### config.mk
export PLATFORM = sky130hd
export DESIGN_NAME = ahb_master_bridge_flat
export DESIGN_NICKNAME = d
export VERILOG_FILES = /design/src/rtl/ahb_master_bridge_pkg.sv /design/src/rtl/ahb_master_bridge_if.sv /design/src/rtl/ahb_master_bridge_addr_decode.sv /design/src/rtl/ahb_master_bridge.sv /design/src/flat_wrapper.sv
export SDC_FILE = /design/constraint.sdc
export NUM_CORES = 1
export LEC_CHECK = 0
export ABC_CLOCK_PERIOD_IN_PS = 6000
export BUFFER_PORTS_ARGS = -buffer_cell sky130_fd_sc_hd__buf_2
export CORE_MARGIN = 3
export CORE_UTILIZATION = 40
export CTS_CLUSTER_DIAMETER = 100
export CTS_CLUSTER_SIZE = 10
export DETAILED_ROUTE_END_ITERATION = 12
export PLACE_DENSITY = 0.71
export REMOVE_ABC_BUFFERS = 1
export SLEW_MARGIN = 30
export SYNTH_ARGS = -nofsm -noshare
export SYNTH_HDL_FRONTEND = slang
export SYNTH_SLANG_ARGS = --single-unit
### constraint.sdc
create_clock -name clk -period 6 [get_ports clk]
set_clock_uncertainty 0.15 [all_clocks]
set_input_delay 1.2 -clock clk [delete_from_list [all_inputs] [get_ports clk]]
set_output_delay 1.2 -clock clk [all_outputs]
set_load 0.01 [all_outputs]
### src/rtl/ahb_master_bridge_pkg.sv
// Shared types and constants for the AHB-lite master bridge.
package ahb_master_pkg;

    typedef enum logic [1:0] {
        HTRANS_IDLE   = 2'b00,
        HTRANS_BUSY   = 2'b01,
        HTRANS_NONSEQ = 2'b10,
        HTRANS_SEQ    = 2'b11
    } htrans_t;

    localparam logic [2:0] HSIZE_BYTE = 3'd0;
    localparam logic [2:0] HSIZE_HALF = 3'd1;
    localparam logic [2:0] HSIZE_WORD = 3'd2;

    localparam logic [3:0] HPROT_FETCH = 4'b0010;
    localparam logic [3:0] HPROT_DATA  = 4'b0011;

    typedef enum logic [2:0] {
        ST_IDLE,
        ST_ADDR,
        ST_DATA,
        ST_RESP,
        ST_ERR
    } state_t;

    // Which core port owns the current transfer.
    typedef enum logic {
        OWN_FETCH = 1'b0,
        OWN_DATA  = 1'b1
    } owner_t;

endpackage

### src/rtl/ahb_master_bridge_if.sv
// Core-side request/response ports and AHB-lite master signals in one bundle.
// 'master' is the bridge view, 'slave' is the surrounding core/slave view.
interface ahb_master_bridge_if;

    logic        if_req;
    logic [31:0] if_addr;
    logic        if_gnt;
    logic        if_rvalid;
    logic [31:0] if_rdata;
    logic        if_err;

    logic        dm_req;
    logic        dm_we;
    logic [31:0] dm_addr;
    logic [31:0] dm_wdata;
    logic [2:0]  dm_size;
    logic        dm_signed;
    logic        dm_gnt;
    logic        dm_rvalid;
    logic [31:0] dm_rdata;
    logic        dm_err;

    logic [31:0] haddr;
    logic        hwrite;
    logic [2:0]  hsize;
    logic [3:0]  hprot;
    logic        is_signed;
    logic [1:0]  htrans;
    logic        HSEL1;
    logic        HSEL2;
    logic [31:0] hwdata;

    logic [31:0] instruction;
    logic        hready_inst;
    logic        hresp_inst;
    logic [31:0] load_out;
    logic        hready_data;
    logic        hresp_data;

    modport master (
        input  if_req, if_addr,
        output if_gnt, if_rvalid, if_rdata, if_err,
        input  dm_req, dm_we, dm_addr, dm_wdata, dm_size, dm_signed,
        output dm_gnt, dm_rvalid, dm_rdata, dm_err,
        output haddr, hwrite, hsize, hprot, is_signed, htrans, HSEL1, HSEL2, hwdata,
        input  instruction, hready_inst, hresp_inst, load_out, hready_data, hresp_data
    );

    modport slave (
        output if_req, if_addr,
        input  if_gnt, if_rvalid, if_rdata, if_err,
        output dm_req, dm_we, dm_addr, dm_wdata, dm_size, dm_signed,
        input  dm_gnt, dm_rvalid, dm_rdata, dm_err,
        input  haddr, hwrite, hsize, hprot, is_signed, htrans, HSEL1, HSEL2, hwdata,
        output instruction, hready_inst, hresp_inst, load_out, hready_data, hresp_data
    );

endinterface

### src/rtl/ahb_master_bridge_addr_decode.sv
// Combinational region decode plus legality checks for one request.
// ROM wins if both regions would match.
module ahb_addr_decode
    import ahb_master_pkg::*;
#(
    parameter logic [31:0] ROM_BASE = 32'h0000_0000,
    parameter logic [31:0] ROM_MASK = 32'hFFFF_0000,
    parameter logic [31:0] RAM_BASE = 32'h1000_0000,
    parameter logic [31:0] RAM_MASK = 32'hFFFF_0000
) (
    input  logic [31:0] i_addr,
    input  logic [2:0]  i_size,
    input  logic        i_we,
    output logic        o_sel_rom,
    output logic        o_sel_ram,
    output logic        o_dec_err
);

    logic w_rom_hit, w_ram_hit, w_misalign;

    assign w_rom_hit  = (i_addr & ROM_MASK) == ROM_BASE;
    assign w_ram_hit  = (i_addr & RAM_MASK) == RAM_BASE;
    assign w_misalign = ((i_size == HSIZE_HALF) && i_addr[0]) ||
                        ((i_size == HSIZE_WORD) && (i_addr[1:0] != 2'b00));

    assign o_sel_rom = w_rom_hit;
    assign o_sel_ram = !w_rom_hit && w_ram_hit;
    assign o_dec_err = !(w_rom_hit || w_ram_hit) || (i_we && w_rom_hit) ||
                       (i_size > HSIZE_WORD) || w_misalign;

endmodule

### src/rtl/ahb_master_bridge.sv
// AHB-lite master: arbitrates fetch vs data port, decodes ROM/RAM, and runs
// one non-pipelined transfer at a time, returning data/error to the owner.
module ahb_master_bridge
    import ahb_master_pkg::*;
#(
    parameter logic [31:0] ROM_BASE = 32'h0000_0000,
    parameter logic [31:0] ROM_MASK = 32'hFFFF_0000,
    parameter logic [31:0] RAM_BASE = 32'h1000_0000,
    parameter logic [31:0] RAM_MASK = 32'hFFFF_0000
) (
    input  logic                clk,
    input  logic                reset,
    ahb_master_bridge_if.master bus
);

    state_t      r_state, w_state_nxt;
    owner_t      r_last_gnt, r_owner, w_req_owner;
    logic        w_take, w_pick_dm, w_if_gnt, w_dm_gnt;
    logic [31:0] w_req_addr;
    logic [2:0]  w_req_size;
    logic        w_req_we;
    logic        w_sel_rom, w_sel_ram, w_dec_err;
    logic        w_hready, w_hresp, w_in_bus, w_rsp, w_rsp_err;
    logic [31:0] w_bus_rdata;

    logic [31:0] r_haddr, r_wdata, r_if_rdata, r_dm_rdata;
    logic        r_hwrite, r_signed, r_sel_rom, r_sel_ram, r_resp;
    logic [2:0]  r_hsize;
    logic [3:0]  r_hprot;

    // Tie goes to whichever port was not granted last time.
    assign w_pick_dm   = bus.dm_req && (!bus.if_req || r_last_gnt == OWN_FETCH);
    assign w_take      = (r_state == ST_IDLE) && (bus.if_req || bus.dm_req);
    assign w_req_owner = w_pick_dm ? OWN_DATA : OWN_FETCH;
    assign w_req_addr  = w_pick_dm ? bus.dm_addr : bus.if_addr;
    assign w_req_size  = w_pick_dm ? bus.dm_size : HSIZE_WORD;
    assign w_req_we    = w_pick_dm && bus.dm_we;

    ahb_addr_decode #(
        .ROM_BASE (ROM_BASE),
        .ROM_MASK (ROM_MASK),
        .RAM_BASE (RAM_BASE),
        .RAM_MASK (RAM_MASK)
    ) u_dec (
        .i_addr    (w_req_addr),
        .i_size    (w_req_size),
        .i_we      (w_req_we),
        .o_sel_rom (w_sel_rom),
        .o_sel_ram (w_sel_ram),
        .o_dec_err (w_dec_err)
    );

    // Return path of whichever slave this transfer selected.
    assign w_hready    = r_sel_rom ? bus.hready_inst : bus.hready_data;
    assign w_hresp     = r_sel_rom ? bus.hresp_inst  : bus.hresp_data;
    assign w_bus_rdata = r_sel_rom ? bus.instruction : bus.load_out;

    // FSM state register.
    always_ff @(posedge clk or negedge reset) begin
        if (!reset) r_state <= ST_IDLE;
        else        r_state <= w_state_nxt;
    end

    // Next state and combinational grants; grants only ever leave IDLE.
    always_comb begin
        w_state_nxt = r_state;
        w_if_gnt    = 1'b0;
        w_dm_gnt    = 1'b0;
        case (r_state)
            ST_IDLE: begin
                w_dm_gnt = w_pick_dm;
                w_if_gnt = bus.if_req && !w_pick_dm;
                if (w_take) w_state_nxt = w_dec_err ? ST_ERR : ST_ADDR;
            end
            ST_ADDR: if (w_hready) w_state_nxt = ST_DATA;
            ST_DATA: if (w_hready) w_state_nxt = ST_RESP;
            ST_RESP: w_state_nxt = ST_IDLE;
            ST_ERR:  w_state_nxt = ST_IDLE;
            default: w_state_nxt = ST_IDLE;
        endcase
    end

    // Latch the granted request; capture the owner's read data at the end of
    // the data phase (or zero it on a decode error) so non-owner data holds.
    always_ff @(posedge clk or negedge reset) begin
        if (!reset) begin
            r_last_gnt <= OWN_FETCH;
            r_owner    <= OWN_FETCH;
            r_haddr    <= '0;
            r_hwrite   <= 1'b0;
            r_hsize    <= '0;
            r_hprot    <= '0;
            r_signed   <= 1'b0;
            r_wdata    <= '0;
            r_sel_rom  <= 1'b0;
            r_sel_ram  <= 1'b0;
            r_resp     <= 1'b0;
            r_if_rdata <= '0;
            r_dm_rdata <= '0;
        end else begin
            if (w_take) begin
                r_last_gnt <= w_req_owner;
                r_owner    <= w_req_owner;
                r_haddr    <= w_req_addr;
                r_hwrite   <= w_req_we;
                r_hsize    <= w_req_size;
                r_hprot    <= w_pick_dm ? HPROT_DATA : HPROT_FETCH;
                r_signed   <= w_pick_dm && bus.dm_signed;
                r_wdata    <= w_pick_dm ? bus.dm_wdata : '0;
                r_sel_rom  <= w_sel_rom;
                r_sel_ram  <= w_sel_ram;
                if (w_dec_err) begin
                    if (w_pick_dm) r_dm_rdata <= '0;
                    else           r_if_rdata <= '0;
                end
            end
            if (r_state == ST_DATA && w_hready) begin
                r_resp <= w_hresp;
                if (r_owner == OWN_DATA) r_dm_rdata <= w_bus_rdata;
                else                     r_if_rdata <= w_bus_rdata;
            end
        end
    end

    assign w_in_bus  = (r_state == ST_ADDR) || (r_state == ST_DATA);
    assign w_rsp     = (r_state == ST_RESP) || (r_state == ST_ERR);
    assign w_rsp_err = (r_state == ST_ERR) || r_resp;

    assign bus.if_gnt    = w_if_gnt;
    assign bus.dm_gnt    = w_dm_gnt;
    assign bus.if_rvalid = w_rsp && (r_owner == OWN_FETCH);
    assign bus.dm_rvalid = w_rsp && (r_owner == OWN_DATA);
    assign bus.if_err    = bus.if_rvalid && w_rsp_err;
    assign bus.dm_err    = bus.dm_rvalid && w_rsp_err;
    assign bus.if_rdata  = r_if_rdata;
    assign bus.dm_rdata  = r_dm_rdata;

    assign bus.htrans    = (r_state == ST_ADDR) ? HTRANS_NONSEQ : HTRANS_IDLE;
    assign bus.HSEL1     = w_in_bus && r_sel_rom;
    assign bus.HSEL2     = w_in_bus && r_sel_ram;
    assign bus.haddr     = r_haddr;
    assign bus.hwrite    = r_hwrite;
    assign bus.hsize     = r_hsize;
    assign bus.hprot     = r_hprot;
    assign bus.is_signed = r_signed;
    assign bus.hwdata    = r_wdata;

endmodule

### src/flat_wrapper.sv
// flat-port wrapper written by rule: the top's interface ports become plain ports
module ahb_master_bridge_flat import ahb_master_pkg::*;
#(
    parameter logic [31:0] ROM_BASE = 32'h0000_0000,
    parameter logic [31:0] ROM_MASK = 32'hFFFF_0000,
    parameter logic [31:0] RAM_BASE = 32'h1000_0000,
    parameter logic [31:0] RAM_MASK = 32'hFFFF_0000
)
  (clk, reset, bus_if_req, bus_if_addr, bus_if_gnt, bus_if_rvalid, bus_if_rdata, bus_if_err, bus_dm_req, bus_dm_we, bus_dm_addr, bus_dm_wdata, bus_dm_size, bus_dm_signed, bus_dm_gnt, bus_dm_rvalid, bus_dm_rdata, bus_dm_err, bus_haddr, bus_hwrite, bus_hsize, bus_hprot, bus_is_signed, bus_htrans, bus_HSEL1, bus_HSEL2, bus_hwdata, bus_instruction, bus_hready_inst, bus_hresp_inst, bus_load_out, bus_hready_data, bus_hresp_data);
  ahb_master_bridge_if bus_i ();
  input  logic clk;
  input  logic reset;
  input wire logic [$bits(bus_i.if_req)-1:0] bus_if_req;
  input wire logic [$bits(bus_i.if_addr)-1:0] bus_if_addr;
  output wire logic [$bits(bus_i.if_gnt)-1:0] bus_if_gnt;
  output wire logic [$bits(bus_i.if_rvalid)-1:0] bus_if_rvalid;
  output wire logic [$bits(bus_i.if_rdata)-1:0] bus_if_rdata;
  output wire logic [$bits(bus_i.if_err)-1:0] bus_if_err;
  input wire logic [$bits(bus_i.dm_req)-1:0] bus_dm_req;
  input wire logic [$bits(bus_i.dm_we)-1:0] bus_dm_we;
  input wire logic [$bits(bus_i.dm_addr)-1:0] bus_dm_addr;
  input wire logic [$bits(bus_i.dm_wdata)-1:0] bus_dm_wdata;
  input wire logic [$bits(bus_i.dm_size)-1:0] bus_dm_size;
  input wire logic [$bits(bus_i.dm_signed)-1:0] bus_dm_signed;
  output wire logic [$bits(bus_i.dm_gnt)-1:0] bus_dm_gnt;
  output wire logic [$bits(bus_i.dm_rvalid)-1:0] bus_dm_rvalid;
  output wire logic [$bits(bus_i.dm_rdata)-1:0] bus_dm_rdata;
  output wire logic [$bits(bus_i.dm_err)-1:0] bus_dm_err;
  output wire logic [$bits(bus_i.haddr)-1:0] bus_haddr;
  output wire logic [$bits(bus_i.hwrite)-1:0] bus_hwrite;
  output wire logic [$bits(bus_i.hsize)-1:0] bus_hsize;
  output wire logic [$bits(bus_i.hprot)-1:0] bus_hprot;
  output wire logic [$bits(bus_i.is_signed)-1:0] bus_is_signed;
  output wire logic [$bits(bus_i.htrans)-1:0] bus_htrans;
  output wire logic [$bits(bus_i.HSEL1)-1:0] bus_HSEL1;
  output wire logic [$bits(bus_i.HSEL2)-1:0] bus_HSEL2;
  output wire logic [$bits(bus_i.hwdata)-1:0] bus_hwdata;
  input wire logic [$bits(bus_i.instruction)-1:0] bus_instruction;
  input wire logic [$bits(bus_i.hready_inst)-1:0] bus_hready_inst;
  input wire logic [$bits(bus_i.hresp_inst)-1:0] bus_hresp_inst;
  input wire logic [$bits(bus_i.load_out)-1:0] bus_load_out;
  input wire logic [$bits(bus_i.hready_data)-1:0] bus_hready_data;
  input wire logic [$bits(bus_i.hresp_data)-1:0] bus_hresp_data;
  assign bus_i.if_req = bus_if_req;
  assign bus_i.if_addr = bus_if_addr;
  assign bus_if_gnt = bus_i.if_gnt;
  assign bus_if_rvalid = bus_i.if_rvalid;
  assign bus_if_rdata = bus_i.if_rdata;
  assign bus_if_err = bus_i.if_err;
  assign bus_i.dm_req = bus_dm_req;
  assign bus_i.dm_we = bus_dm_we;
  assign bus_i.dm_addr = bus_dm_addr;
  assign bus_i.dm_wdata = bus_dm_wdata;
  assign bus_i.dm_size = bus_dm_size;
  assign bus_i.dm_signed = bus_dm_signed;
  assign bus_dm_gnt = bus_i.dm_gnt;
  assign bus_dm_rvalid = bus_i.dm_rvalid;
  assign bus_dm_rdata = bus_i.dm_rdata;
  assign bus_dm_err = bus_i.dm_err;
  assign bus_haddr = bus_i.haddr;
  assign bus_hwrite = bus_i.hwrite;
  assign bus_hsize = bus_i.hsize;
  assign bus_hprot = bus_i.hprot;
  assign bus_is_signed = bus_i.is_signed;
  assign bus_htrans = bus_i.htrans;
  assign bus_HSEL1 = bus_i.HSEL1;
  assign bus_HSEL2 = bus_i.HSEL2;
  assign bus_hwdata = bus_i.hwdata;
  assign bus_i.instruction = bus_instruction;
  assign bus_i.hready_inst = bus_hready_inst;
  assign bus_i.hresp_inst = bus_hresp_inst;
  assign bus_i.load_out = bus_load_out;
  assign bus_i.hready_data = bus_hready_data;
  assign bus_i.hresp_data = bus_hresp_data;
  ahb_master_bridge #(.ROM_BASE(ROM_BASE), .ROM_MASK(ROM_MASK), .RAM_BASE(RAM_BASE), .RAM_MASK(RAM_MASK)) u_core (.clk(clk), .reset(reset), .bus(bus_i));
endmodule
Word level (Yosys, flattened, before mapping)
Cells that the tools add are included.

cells by class
  reductions and logical operators = 34
  muxes and demuxes = 26
  eq/ne operators = 10
  bitwise operators = 1
  magnitude comparators = 1

operators with widths
  cell                                                                              count
  32-bit two-way mux                                                                13
  32-bit logical NOT                                                                1
  16-bit by 13-bit == test with 1-bit output (second input constant)                1
  1-bit logical AND                                                                 16
  3-bit two-way mux                                                                 5
  1-bit logical OR                                                                  10
  3-bit by 2-bit == test with 1-bit output (second input constant)                  3
  3-bit case mux with 3 select lines                                                1
  3-bit by 1-bit == test with 1-bit output (second input constant)                  2
  1-bit two-way mux                                                                 6
  2-bit by 1-bit != test with 1-bit output (second input constant)                  3
  1-bit logical NOT                                                                 4
  3-bit == test (second input constant)                                             1
  3-bit by 2-bit greater-than comparator with 1-bit output (second input constant)  1
  3-bit logical NOT                                                                 1
  3-bit AND reduction                                                               1
  2-bit two-way mux                                                                 1
  2-bit nonzero test                                                                1
  1-bit NOT                                                                         1

word-level totals
  output and inout port bits = 147
  logic and storage cells = 85
  bits of input ports = 173
  flip-flop bits (word level) = 144

Depth between registers and ports, before layout
  depth after elaboration = 14
  mapped depth = 7
  depth with buffers taken out = 4

Cells and area by module
A second synthesis with hierarchy kept.

unflattened totals
  cells, all modules = 481
  area, all modules = 6774.0 um2

modules (own cells, without submodules)
  module             area each (um2)  instances  cells each  sequential area each (um2)
  ahb_master_bridge  6703.9           1          469         3528.4
  ahb_addr_decode    70.1             1          12          0.0

Worst setup path after synthesis
No wires, ideal clock.

  path type = input -> output
  start = input bus_if_req
  end = output bus_if_gnt
  buffers on the path = 2
  arrival time = 2.068 ns
  required time = 4.650 ns
  stages = 5
  setup slack = 2.582 ns
  path through = nor2_1 > or2_1 > clkbuf_1 > buf_2 > nor2_1

on the way
  word-level cells in the longest chain between the ends = 6

ends and longest elaborated chain
  element                RTL line                 text
  from (decl)            flat_wrapper.sv:13       input wire logic [$bits(bus_i.if_req)-1:0] bus_if_req;
  1-bit logical NOT      ahb_master_bridge.sv:32  assign w_pick_dm = bus.dm_req && (!bus.if_req || r_last_gnt == OWN_FETCH);
  1-bit logical OR       ahb_master_bridge.sv:32
  1-bit logical AND      ahb_master_bridge.sv:32
  1-bit logical NOT      ahb_master_bridge.sv:72  w_if_gnt = bus.if_req && !w_pick_dm;
  1-bit logical AND (*)  ahb_master_bridge.sv:72
  1-bit two-way mux (*)  ahb_master_bridge.sv:69  case (r_state)
  to (decl)              flat_wrapper.sv:15       output wire logic [$bits(bus_i.if_gnt)-1:0] bus_if_gnt;

Every way passes the cells marked *; elsewhere a longest branch is shown, timed or not.

Final worst setup path
  start = register u_core.r_state[2]
  end = output bus_if_gnt

on the way
  word-level cells in the longest chain between the ends = 2

ends and longest elaborated chain
  element                 RTL line                 text
  from (decl)             ahb_master_bridge.sv:16  state_t r_state, w_state_nxt;
  from (signal assigned)  ahb_master_bridge.sv:61  else r_state <= w_state_nxt;
  3-bit logical NOT       ahb_master_bridge.sv:69
  1-bit two-way mux       ahb_master_bridge.sv:69

No other way between the ends.

==> flow_metrics.py <==
metrics = {
    "status": {
        "status": "finished, final reports clean",
    },
    "sta": {
        "rsz0062_at_grt": "no",
        "worstMarginPinSlew_ns": 0.960,
        "max_freq_ghz": 0.275,
        "maxSlewViolCount": 0,
        "period_share": 0.605,
        "fin_crit_ns": 3.63,
        "fin_ws_ns": 2.37,
        "setup_tns_ns": 0,
        "hold_viol_final": 0,
        "slew_headroom": 0.360,
        "setup-violations-final": 0,
    },
    "clock_network": {
        "cts_made_buffers": 17,
        "holdBufCountCts": 0,
        "post_cts_resized": 0,
        "cts-root-buf": "clkbuf_16",
        "clk_path_buf_depth": 2,
        "cts_tree": "built",
        "cts.clk_slew.worst_paths_ns": 0.06,
        "cts_setup_buffers": 0,
        "clock-sinks": 141,
        "clk_latency_ns": 0.41,
        "h-tree-depth": 4,
    },
    "global_route": {
        "grt_pass1_wl_um": 29000,
        "grt_usage": 0.204,
        "grt.overflow.total": 0,
        "grt_pass1_vias": 5531,
        "grt_max_degree": 102,
        "antenna_found_initial": 0,
    },
    "route": {
        "ant_nets": 0,
        "via_count": 5652,
        "wl_per_cell_um": 16.8,
        "drtIter0Drc": 243,
        "dr.pass1.iters": 4,
        "viasPerCell": 5.13,
        "wirelength_um": 18500,
        "drc": 0,
    },
    "power_and_ir_drop": {
        "power_leakage_nw": 4.40,
        "ir_worst_vdd_uv": 209,
        "power_density_mw_per_mm2": 440,
    },
    "layout": {
        "layout_commonest_cell": "buf_2",
        "num_antenna_cells": 0,
        "drive_above_1_share": 0.474,
        "syn_to_final_growth_pct": 34.0,
        "fin_area_mm2": 0.00880,
        "final_cell_mix": "315 x buf_2, 140 x dfrtp_1, 96 x nor2_1, 59 x nand2_1, 35 x mux2i_1",
        "nets": 1046,
        "num-fill-cells": 1437,
        "regArea_mm2": 0.00353,
        "multi_input_area_mm2": 0.00276,
        "final_core_util": 0.550,
    },
    "worst_setup_path": {
        "critical_path.max_fanout": 17,
        "crit_type": "flip-flop to output port",
        "cp.required_ns": 4.65,
        "endpoint_kind": "output port",
        "setup.worst_path.start": "u_core.r_state[2]$_DFFE_PN0P_",
        "worstPathArrival_ns": 2.28,
        "worst_setup_path_start_kind": "flip-flop",
        "r2r-start": "u_core.r_state[2]$_DFFE_PN0P_",
    },
    "floorplanning": {
        "start_util": 0.410,
        "rows": 46,
        "io_pins": 320,
        "fp.dieArea_mm2": 0.0180,
        "core_mm2": 0.0160,
        "die_width_um": 134,
        "die_h_um": 134,
    },
    "logic_synthesis": {
        "netlist.area_leader.share": 0.537,
        "synthArstFlopShare": 1.00,
        "yosysUniqueCellTypes": 46,
        "syn_area_per_cell_um2": 11.3,
        "synth-seq-cells": 141,
        "seq_area_frac_synth": 0.537,
        "synth.area.top_cells": "dfrtp_1 54%, a221oi_2 6.9%, nor2_1 5.5%",
        "yosys.area.top_type": "dfrtp_1",
        "yosys_warnings": 0,
        "synth_edf_count": 0,
        "syn_inst": 583,
        "synth_area_mm2": 0.00657,
        "synth_flop_cell": "dfrtp_1",
    },
    "placed_design": {
        "place_area_mm2": 0.00820,
        "port_buffers": 316,
        "place_ws_ns": 2.52,
        "routabilityCongestion": 0.932,
        "hpwl_um": 13000,
    },
    "min_path": {
        "hold_class": "flip-flop to flip-flop",
        "holdCritStartpoint": "u_core.bus.hprot[1]$_DFFE_PN0P_",
    },
    "run": {
        "maxCapViolCount": 0,
    },
}
==> state kept, by name, indices dropped and copies added (netlist names) <==
name and cells:
u_core.bus.haddr 32, u_core.bus.hwrite 1, u_core.r_sel_rom 1, u_core.bus.is_signed 1, u_core.bus.if_rdata 32, u_core.r_sel_ram 1
u_core.r_resp 1, u_core.bus.dm_rdata 32, u_core.bus.hwdata 32, u_core.bus.hprot 2, u_core.bus.hsize 3, u_core.r_state 3
==> power by group <==
part / internal, mW / switching (mW)
clock: 0.636 / 0.413
sequential: 1.25 / 0.174
combinational: 0.555 / 0.841
total: 2.44 / 1.43
==> through the flow <==
step	hold WS [ns]	total power, mW	instances
5_1_grt	0.335	4.12	1102
4_1_cts	0.320	3.92	1102
3_3_place_gp	0.298	2.83	1070
2_1_floorplan	0.290	2.25	530
3_5_place_dp	0.303	2.86	1070
6_report	0.314	3.87	1102
==> layer usage <==
metal | vias up | routed length [um] | global-route usage
met1 | 2697 | 7600 | 0.245
met5 | - | 0 | 0
met4 | 0 | 318 | 0.0667
met2 | 223 | 9210 | 0.354
met3 | 24 | 1400 | 0.0604
li1 | 2708 | - | -
==> synthesized netlist by cell type (3+ instances only) <==
cell type  count
dfrtp_1      141
nor2_1        96
nand2_1       59
mux2i_1       35
a22o_1        33
a221oi_2      30
buf_2         27
a211oi_2      20
o21ai_1       19
a31oi_1       17
a22oi_1       14
clkbuf_1      14
a211oi_1      12
buf_4         11
a21oi_1        5
nor3_1         4
nor4_1         4
buf_6          3
nand2b_1       3
nor2b_1        3
==> final cells by class <==
class,count,share of cell area
sequential,141,0.401
clock buffer,19,0.0515
timing repair buffer,324,0.188
clock inverter,13,0.0158
tap,216,0.0307
multi-input combinational,389,0.313
==> worst max-delay path: stages, from the launching register on <==
cell and delay, ns:
dfrtp_1 0.53, or3_1 0.67, or2_2 0.42, nor2_1 0.09
buf_2 0.14
==> cell families after synthesis <==
family / after synthesis / share of synthesized area
mux: 36 / 0.0555
flops: 141 / 0.537
simple gates: 185 / 0.121
other cells: 1 / 0.000571
compound gates: 165 / 0.239
buf+inv: 55 / 0.0463
==> worst paths after layout <==
check / end / slack, ns / depth (start not counted)
max: bus_if_gnt / 2.37 / 4
min: u_core.bus.hprot[1]$_DFFE_PN0P_ / 0.31 / 1
max reg2reg: u_core.bus.if_rdata[1]$_DFF_PN0_ / 2.71 / 4
min reg2reg: u_core.bus.hprot[1]$_DFFE_PN0P_ / 0.31 / 1
max in group asynchronous: u_core.r_sel_rom$_DFFE_PN0P_ / 3.91 / 2
min in group asynchronous: u_core.bus.dm_rdata[18]$_DFF_PN0_ / 0.72 / 1
Note: power is estimated with default switching activity, not from simulation.
